$ cat src/rtl/he_poly_pkg.sv
// Shared types for the polynomial datapath: FSM state encoding and the
// default coefficient type.
package he_poly_pkg;

  localparam int unsigned CoeffWidth = 8;

  typedef logic [CoeffWidth-1:0] coeff_t;

  typedef enum logic {
    StIdle,
    StEmit
  } state_e;

endpackage

$ cat src/rtl/negacyclic_reducer.sv
// Folds a linear-convolution column vector modulo x^N + 1 in one cycle, then
// streams the N reduced coefficients out one per accepted output beat.
module negacyclic_reducer
  import he_poly_pkg::*;
#(
  parameter int unsigned N           = 8,
  parameter int unsigned COEFF_WIDTH = CoeffWidth
) (
  input  logic                                clk,
  input  logic                                nrst,
  input  logic                                in_valid,
  output logic                                in_ready,
  input  logic [2*N-2:0][COEFF_WIDTH-1:0]     in_cols,
  output logic                                out_valid,
  input  logic                                out_ready,
  output logic [COEFF_WIDTH-1:0]              out_coeff,
  output logic [$clog2(N)-1:0]                out_index,
  output logic                                out_last
);

  localparam int unsigned IdxW = $clog2(N);

  state_e                         state_q, state_d;
  logic [IdxW-1:0]                idx_q, idx_d;
  logic [N-1:0][COEFF_WIDTH-1:0]  coeff_q, coeff_d;
  logic [N-1:0][COEFF_WIDTH-1:0]  reduced;
  logic                           in_xfer;
  logic                           out_xfer;

  // x^N == -1, so the upper columns fold back with a negative sign.
  always_comb begin
    reduced = '0;
    for (int k = 0; k < N - 1; k++) begin
      reduced[k] = in_cols[k] - in_cols[k+N];
    end
    reduced[N-1] = in_cols[N-1];
  end

  always_comb begin
    out_valid = (state_q == StEmit);
    out_last  = out_valid && (idx_q == IdxW'(N - 1));
    out_index = idx_q;
    out_coeff = coeff_q[idx_q];
    in_ready  = (state_q == StIdle) || (out_last && out_ready);
    in_xfer   = in_valid && in_ready;
    out_xfer  = out_valid && out_ready;
  end

  always_comb begin
    state_d = state_q;
    idx_d   = idx_q;
    coeff_d = coeff_q;
    if (in_xfer) begin
      // Also covers the zero-bubble handoff on the out_last beat.
      coeff_d = reduced;
      state_d = StEmit;
      idx_d   = '0;
    end else if (out_xfer) begin
      if (out_last) begin
        state_d = StIdle;
        idx_d   = '0;
      end else begin
        idx_d = idx_q + IdxW'(1);
      end
    end
  end

  always_ff @(posedge clk or negedge nrst) begin
    if (!nrst) begin
      state_q <= StIdle;
      idx_q   <= '0;
      coeff_q <= '0;
    end else begin
      state_q <= state_d;
      idx_q   <= idx_d;
      coeff_q <= coeff_d;
    end
  end

endmodule

$ cat config.mk
export PLATFORM = sky130hd
export DESIGN_NAME = negacyclic_reducer
export DESIGN_NICKNAME = d
export VERILOG_FILES = /design/src/rtl/he_poly_pkg.sv /design/src/rtl/negacyclic_reducer.sv
export SDC_FILE = /design/constraint.sdc
export NUM_CORES = 1
export LEC_CHECK = 0
export ABC_AREA = 1
export CAP_MARGIN = 40
export CORE_ASPECT_RATIO = 1.2
export CORE_MARGIN = 3
export CORE_UTILIZATION = 45
export DETAILED_ROUTE_END_ITERATION = 10
export GPL_TIMING_DRIVEN = 0
export PLACE_DENSITY = 0.77
export SLEW_MARGIN = 20
export SYNTH_ARGS = -nofsm -noshare
export SYNTH_HDL_FRONTEND = slang
export SYNTH_SLANG_ARGS = --single-unit
$ cat constraint.sdc
create_clock -name clk -period 2.4 [get_ports clk]
set_input_delay 0.6 -clock clk [delete_from_list [all_inputs] [get_ports clk]]
set_output_delay 0.6 -clock clk [all_outputs]
set_load 0.005 [all_outputs]
**Yosys cells after proc, flatten, opt, wreduce, memory -nomap -nowiden**

Cells that the tools add are included.

- Add/subtract/negate cells: 8
- Magnitude comparators: 1
- Equality and inequality tests: 1
- Multiplexer cells: 8
- Bitwise logic cells: 1
- Reduce and logical (&&, ||, !) cells: 8

Operators with widths:

| cell | count |
|---|---|
| subtractor 8 bit | 7 |
| binary-select mux 8 bit (select 3 bit) | 1 |
| two-way mux 3 bit | 3 |
| two-way mux 8 bit | 1 |
| logical AND 1 bit | 4 |
| less-than comparator 3 x 4 -> 1 bit (second input constant) | 1 |
| nonzero test 2 bit | 2 |
| adder 3 x 1 -> 3 bit (second input constant) | 1 |
| == test 3 bit (second input constant) | 1 |
| two-way mux 1 bit | 3 |
| AND reduction 2 bit | 1 |
| logical OR 1 bit | 1 |
| inverter 1 bit | 1 |

- Flip-flop bits (word level): 68

**Logic depth before layout (Yosys ltp)**

Gate-level depths: netlist of the first run.

- Word-level depth: 7
- Depth in mapped cells: 11
- Depth with buffers taken out: 11

**Least setup slack after synthesis of the first run**

No wires, ideal clock.

- Kind: register -> output
- Start point: register idx_q[0] (netlist: out_index[0])
- End point: output out_coeff[0]
- Arrival: 1.192 ns
- Data required time: 1.800 ns
- Path slack: 0.608 ns
- Stages on the path, launching flop included: 7
- Buffers on the path: 1
- Cell sequence: dfrtp_1 -> inv_1 -> clkbuf_1 -> nor2_1 -> o22ai_1 -> nand2_1 -> nand2_1

- Longest elaborated chain between the ends: 2

Ends and longest elaborated chain:

| what | RTL line | RTL |
|---|---|---|
| from (decl) | negacyclic_reducer.sv:24 | `logic [IdxW-1:0] idx_q, idx_d;` |
| from (signal assigned) | negacyclic_reducer.sv:75 | `idx_q <= idx_d;` |
| binary-select mux 8 bit (select 3 bit) | negacyclic_reducer.sv:43 | `out_coeff = coeff_q[idx_q];` |
| two-way mux 8 bit (implied by the code) | negacyclic_reducer.sv:43 |  |
| to (decl) | negacyclic_reducer.sv:16 | `output logic [COEFF_WIDTH-1:0] out_coeff,` |

No other way between the ends. The select of a mux whose other input is x is not followed.

**Final worst setup path of the first run**

- Start point: register idx_q[0] (netlist: out_index[0])
- End point: output out_coeff[7]

The elaborated chain is that of the path after synthesis.

==> impl_metrics.json, run 1 <==
{
  "status": "finished, final reports clean",
  "synth_area_leaders": "dfrtp_1 (31%), nand2_1 (19%), ha_1 (12%), inv_1 (8.3%), o21ai_0 (5.1%)",
  "yosysTopAreaCellShare_pct": 30.9,
  "cts.root.buffer_cell": "clkbuf_16",
  "post-synth-top-area-cell": "dfrtp_1",
  "cts_hold_buf": 0,
  "async_flop_share_pct": 100,
  "grt_pass1_wl_um": 25500,
  "routed_wl_um": 15400,
  "cts.clk_slew.worst_paths_ps": 50,
  "dieArea_um2": 13600,
  "ant_nets": 0,
  "reg2reg_from": "out_index[0]$_DFFE_PN0P_",
  "layout-drive-gt1-share_pct": 7.92,
  "vias": 5690,
  "min_period_ps": 2320,
  "area_growth_pct": 37.4,
  "ys_seq_area_share_pct": 30.9,
  "p_sw_mw": 2.45,
  "vias_per_cell": 4.98,
  "die_x_um": 107,
  "p_leak_nw": 4.03,
  "multi_input_area_um2": 3240,
  "r2r_slack_ps": 340,
  "io_buffers": 137,
  "io_pins": 138,
  "first_pass_iters": 5,
  "cp_max_fo": 10,
  "synthTopCellsByCount": "nand2_1 (283), inv_1 (122), dfrtp_1 (68), nor2_1 (57), o21ai_0 (56)",
  "peakVddDrop_uv": 490,
  "min_period_over_period_pct": 96.8,
  "core_um2": 11700,
  "utilization_pct": 64.4,
  "setup-tns-final_ps": 0,
  "pwr-share-comb_pct": 47.7,
  "drc": 0,
  "nFillCells": 1108,
  "grt_max_degree": 39,
  "crit_path_end": "out_coeff[7]",
  "sequentialPowerShare_pct": 32.9,
  "ys_seq_elements": 68,
  "hold_viol_final": 0,
  "synth_most_common_cell": "nand2_1",
  "endpoint_kind": "output pin",
  "cts.path.max_buffers": 2,
  "p_clk_share_pct": 19.4,
  "worstPathRequired_ps": 1800,
  "seqCellArea_um2": 1700,
  "place_congestion": 0.993,
  "p_int_mw": 3.83,
  "ys_warn_count": 0,
  "grt_use_total_pct": 23.4,
  "synth_top_flop_cell": "dfrtp_1",
  "clock_latency_ps": 330,
  "arrival_ps": 1720,
  "fmax_mhz": 430,
  "tightest_slew_ps": 689,
  "grt_antenna_before_repair": 0,
  "cts_max_level": 3,
  "cap_violations": 0,
  "finalWorstSetupSlack_ps": 77.0,
  "reg2reg_depth": 9,
  "grt.overflow.total": 0,
  "first_global_vias": 5508,
  "synth_edf_count": 0,
  "finalClockSkew_ps": 5.26,
  "hold_ws_ps": 204,
  "cts_buffers": 9,
  "cts.sinks": 68,
  "p_sw_share_pct": 39.0,
  "power_density_nw_per_um2": 832,
  "cts_tree": "built",
  "antenna_cells": 0,
  "start_util_pct": 46.9,
  "maxSlewViolCount": 0,
  "ys_types": 23,
  "post-place-ws_ps": -302,
  "syn_inst": 817,
  "setup_viol_count_final": 0,
  "postSynthAreaPerCell_um2": 6.73,
  "relSlewSlack_pct": 54.1,
  "finalPower_mw": 6.29,
  "rows": 43,
  "grt_setup_unrepaired": "false",
  "r2r_end": "coeff_q[13]$_DFFE_PN0N_",
  "synth_area_um2": 5500,
  "hold_class": "in2async",
  "place_hpwl_um": 12000,
  "drtIter0Drc": 258,
  "synth_nets": 999,
  "die_h_um": 127,
  "path_class": "reg2out",
  "layout.nets": 1163,
  "cp-startpoint": "out_index[0]$_DFFE_PN0P_",
  "critPathLaunchType": "register",
  "routedWlPerCell_um": 13.5
}
-- registers in the layout (all words and copies together) (netlist names) --
| name | cells |
|---|---|
| coeff_q | 64 |
| out_index | 3 |
| out_valid | 1 |
-- worst min path at each step --
stage               slack [ps]                    start                       to  cells after the start
finish                     200                     nrst  coeff_q[10]$_DFFE_PN0N_                      1
global route               220                     nrst  coeff_q[61]$_DFFE_PN0N_                      1
CTS                        210                     nrst  coeff_q[16]$_DFFE_PN0N_                      1
detailed placement         460  coeff_q[56]$_DFFE_PN0N_  coeff_q[56]$_DFFE_PN0N_                      2
global placement           460  coeff_q[56]$_DFFE_PN0N_  coeff_q[56]$_DFFE_PN0N_                      2
floorplan                  300                     nrst   coeff_q[0]$_DFFE_PN0N_                      0
-- routing by layer --
| layer | track usage, % | wire length, µm | part of all wire, % | vias to the layer above |
|---|---|---|---|---|
| met5 | 0 | 0 | 0 | - |
| met4 | 9.10 | 534 | 3.5 | 0 |
| met3 | 4.04 | 1050 | 6.8 | 41 |
| met2 | 39.5 | 7320 | 48 | 197 |
| li1 | - | - | - | 2900 |
| met1 | 29.9 | 6490 | 42 | 2552 |
-- final cells by class --
class,count,area share (%)
Clock buffer,13,3.44
Multi-Input combinational cell,603,42.8
Clock inverter,2,0.132
Tap cell,157,2.60
Sequential cell,68,22.6
Inverter,123,6.24
Timing Repair Buffer,153,19.7
Buffer,23,2.48
-- power groups by stage --
stage               combinational [mW]  clock (mW)  sequential (mW)
detailed placement                2.65           0             2.07
CTS                               2.86        1.23             2.07
global route                      3.35        1.28             2.11
finish                            3.00        1.22             2.07
floorplan                         1.61           0             1.91
global placement                  2.59           0             2.07
-- through the flow --
step	cells	instance area, µm²
5_1_grt	1142	7550
6_report	1142	7550
3_3_place_gp	1111	7070
4_1_cts	1138	7520
3_5_place_dp	1112	7090
2_1_floorplan	817	5500
-- cells in the final DEF, fill, tap and decap left out, types with 4 or more instances in the layout --
cell	Yosys	routed
clkbuf_2	1	6
nand2_1	283	278
clkbuf_8	0	7
o22ai_1	16	16
or2_2	12	12
clkbuf_16	0	9
and2_1	4	4
clkdlybuf4s50_1	0	126
xor2_1	7	7
clkbuf_1	13	7
inv_1	122	120
ha_1	51	50
o21ai_1	0	16
buf_4	0	15
a21oi_1	32	32
nor2_1	57	56
nand3_1	53	53
o21ai_0	56	40
dfrtp_1	68	66
nand3b_1	17	17
fa_1	7	7
nand2_2	0	5
buf_2	6	6
-- cell families after synthesis --
group                      count (synthesis)  share of synthesized area, %
AOI/OAI and AO/OA                        107                          10.4
buffers and inverters                    146                          10.5
and+or+nand+nor                          428                          32.4
DFF                                       68                          30.9
xor gates and xnor gates                  10                          1.59
adders and majority gates                 58                          14.1
-- critical path, stage by stage, from the launching register on --
cell and delay (ps):
dfrtp_2 410, buf_4 160, clkbuf_4 190, nor2_1 130, o22ai_1 90, nand2_1 70
nand2_2 70, dlygate4sd2_1 260
-- what timing repair did --
action	CTS	global route
setup endpoints to repair	10	9
pin swaps	2	7
setup buffers	9	4
gates resized for setup	45	34
gates cloned	2	0
No activity file was read; power rests on OpenSTA's default activity.
==> inputs of run 2 (changes only) <==
--- a/config.mk
+++ b/config.mk
@@ -9,10 +9,10 @@
 export CAP_MARGIN = 40
 export CORE_ASPECT_RATIO = 1.2
 export CORE_MARGIN = 3
-export CORE_UTILIZATION = 45
+export CORE_UTILIZATION = 40
 export DETAILED_ROUTE_END_ITERATION = 10
 export GPL_TIMING_DRIVEN = 0
-export PLACE_DENSITY = 0.77
+export PLACE_DENSITY = 0.7
 export SLEW_MARGIN = 20
 export SYNTH_ARGS = -nofsm -noshare
 export SYNTH_HDL_FRONTEND = slang
==> impl_metrics.json, run 2 (synthesized netlist as in run 1, its figures left out) <==
{
  "cts_buffers": 9,
  "first_global_vias": 5285,
  "setup_viol_count_final": 1,
  "clock_latency_ps": 330,
  "finalClockSkew_ps": 4.37,
  "setup-tns-final_ps": -220,
  "min_period_over_period_pct": 109,
  "grt_pass1_wl_um": 25000,
  "final_common_cell": "nand2_1",
  "largest_reg_flops": 64,
  "p_sw_share_pct": 37.8,
  "io_buffers": 137,
  "die_x_um": 113,
  "min_period_ps": 2620,
  "reg2reg_depth": 9,
  "top_register": "coeff_q",
  "r2r_end": "coeff_q[31]$_DFFE_PN0N_",
  "power_density_nw_per_um2": 876,
  "violations": "negative setup slack",
  "maxSlewViolCount": 0,
  "layout-drive-gt1-share_pct": 9.22,
  "p_leak_nw": 4.06,
  "grt_setup_unrepaired": "true",
  "layout.nets": 1164,
  "worstPathRequired_ps": 1800,
  "routedWlPerCell_um": 13.5,
  "grt_use_total_pct": 20.5,
  "status": "finished with violations",
  "use_met1_pct": 27.2,
  "tightest_slew_ps": 598,
  "post-place-ws_ps": -332,
  "cts.sinks": 68,
  "reg2reg_from": "out_index[0]$_DFFE_PN0P_",
  "start_util_pct": 41.2,
  "met3_usage_pct": 3.59,
  "cts.root.buffer_cell": "clkbuf_16",
  "grt_max_degree": 36,
  "pwr-share-comb_pct": 45.6,
  "r2r_slack_ps": 350,
  "cts.clk_slew.worst_paths_ps": 60,
  "hold_class": "in2async",
  "p_sw_mw": 2.55,
  "endpoint_kind": "output pin",
  "grt.overflow.total": 0,
  "mostFrequentLayoutCells": "nand2_1 (276), clkdlybuf4s50_1 (127), inv_1 (120)",
  "p_clk_share_pct": 23.5,
  "arrival_ps": 2020,
  "relSlewSlack_pct": 60.1,
  "nFillCells": 1304,
  "io_pins": 138,
  "path_class": "reg2out",
  "top_usage_layer": "met2",
  "use_met2_pct": 34.5,
  "fmax_mhz": 382,
  "vias": 5609,
  "cap_violations": 0,
  "routed_wl_um": 15600,
  "dieArea_um2": 15200,
  "die_h_um": 134,
  "peakVddDrop_uv": 669,
  "finalWorstSetupSlack_ps": -220,
  "core_um2": 13400,
  "utilization_pct": 57.7,
  "first_pass_iters": 4,
  "cts_max_level": 3,
  "place_congestion": 0.914,
  "sequentialPowerShare_pct": 31.0,
  "area_growth_pct": 40.1,
  "cts.path.max_buffers": 2,
  "cp_max_fo": 10,
  "cts_tree": "built",
  "grt_antenna_before_repair": 0,
  "hold_viol_final": 0,
  "vias_per_cell": 4.86,
  "critPathLaunchType": "register",
  "antenna_cells": 0,
  "ant_nets": 0,
  "p_int_mw": 4.20,
  "place_hpwl_um": 12100,
  "drc": 0,
  "drtIter0Drc": 227,
  "rows": 46
}
## run 2: cell count changes in the layout (fill, tap and decap cells not counted), moves of 3 or more
cell	change
buf_4	+3
bufinv_16	+3
o21ai_0	+4
o21ai_1	-8
o21ai_2	+3
## run 2: worst max-delay path by stage
stage                             startpoint                 endpoint  slack [ps]  cells past startpoint
floorplan           out_index[0]$_DFFE_PN0P_             out_coeff[0]         610                      6
global placement                        nrst  coeff_q[23]$_DFFE_PN0N_       -1530                      1
detailed placement  out_index[1]$_DFFE_PN0P_             out_coeff[7]        -330                      7
CTS                 out_index[0]$_DFFE_PN0P_             out_coeff[7]        -170                      7
global route        out_index[0]$_DFFE_PN0P_             out_coeff[1]        -230                      7
finish              out_index[0]$_DFFE_PN0P_             out_coeff[1]        -220                      6
## run 2: cell type report
class | count | area (µm²) | share of cell area [%]
Clock buffer | 11 | 253 | 3.28
Inverter | 123 | 467 | 6.06
Sequential cell | 68 | 1700 | 22.1
Multi-Input combinational cell | 603 | 3290 | 42.7
Tap cell | 168 | 210 | 2.73
Timing Repair Buffer | 154 | 1480 | 19.3
Buffer | 23 | 188 | 2.44
Clock inverter | 5 | 106 | 1.38
## run 2: power by group through the flow
stage / sequential (mW) / clock [mW] / combinational (mW)
floorplan: 1.91 / 0 / 1.61
detailed placement: 2.07 / 0 / 2.67
global route: 2.14 / 1.64 / 3.42
CTS: 2.07 / 1.59 / 2.90
finish: 2.09 / 1.58 / 3.08
global placement: 2.07 / 0 / 2.63
## run 2: routing by layer
layer,part of all wire [%],wire (µm)
met4,1.9,298
met3,5.2,814
met5,0,0
met2,48,7510
met1,45,6990
## run 2: critical path: stages (launching register included)
cell             delay [ps]
dfrtp_2                 450
clkbuf_8                190
o21ai_0                 140
o22ai_1                 220
nand2_1                 100
nand2_2                 100
clkdlybuf4s50_1         490
## run 2: metrics by stage
step                      cells  power [mW]  hold WS [ps]  cell area [µm²]
final                      1155        6.75           222             7700
after global routing       1155        7.19           255             7700
after CTS                  1150        6.57           233             7630
after detailed placement   1123        4.74           463             7100
after global placement     1122        4.70           458             7080
after floorplan             817        3.52           304             5500
## run 2: repair_timing
item,CTS,global route
hold buffers,0,0
pin swaps,4,11
setup buffers,10,5
endpoints found under the setup margin,10,9
gates cloned,1,0
resized for setup,53,30
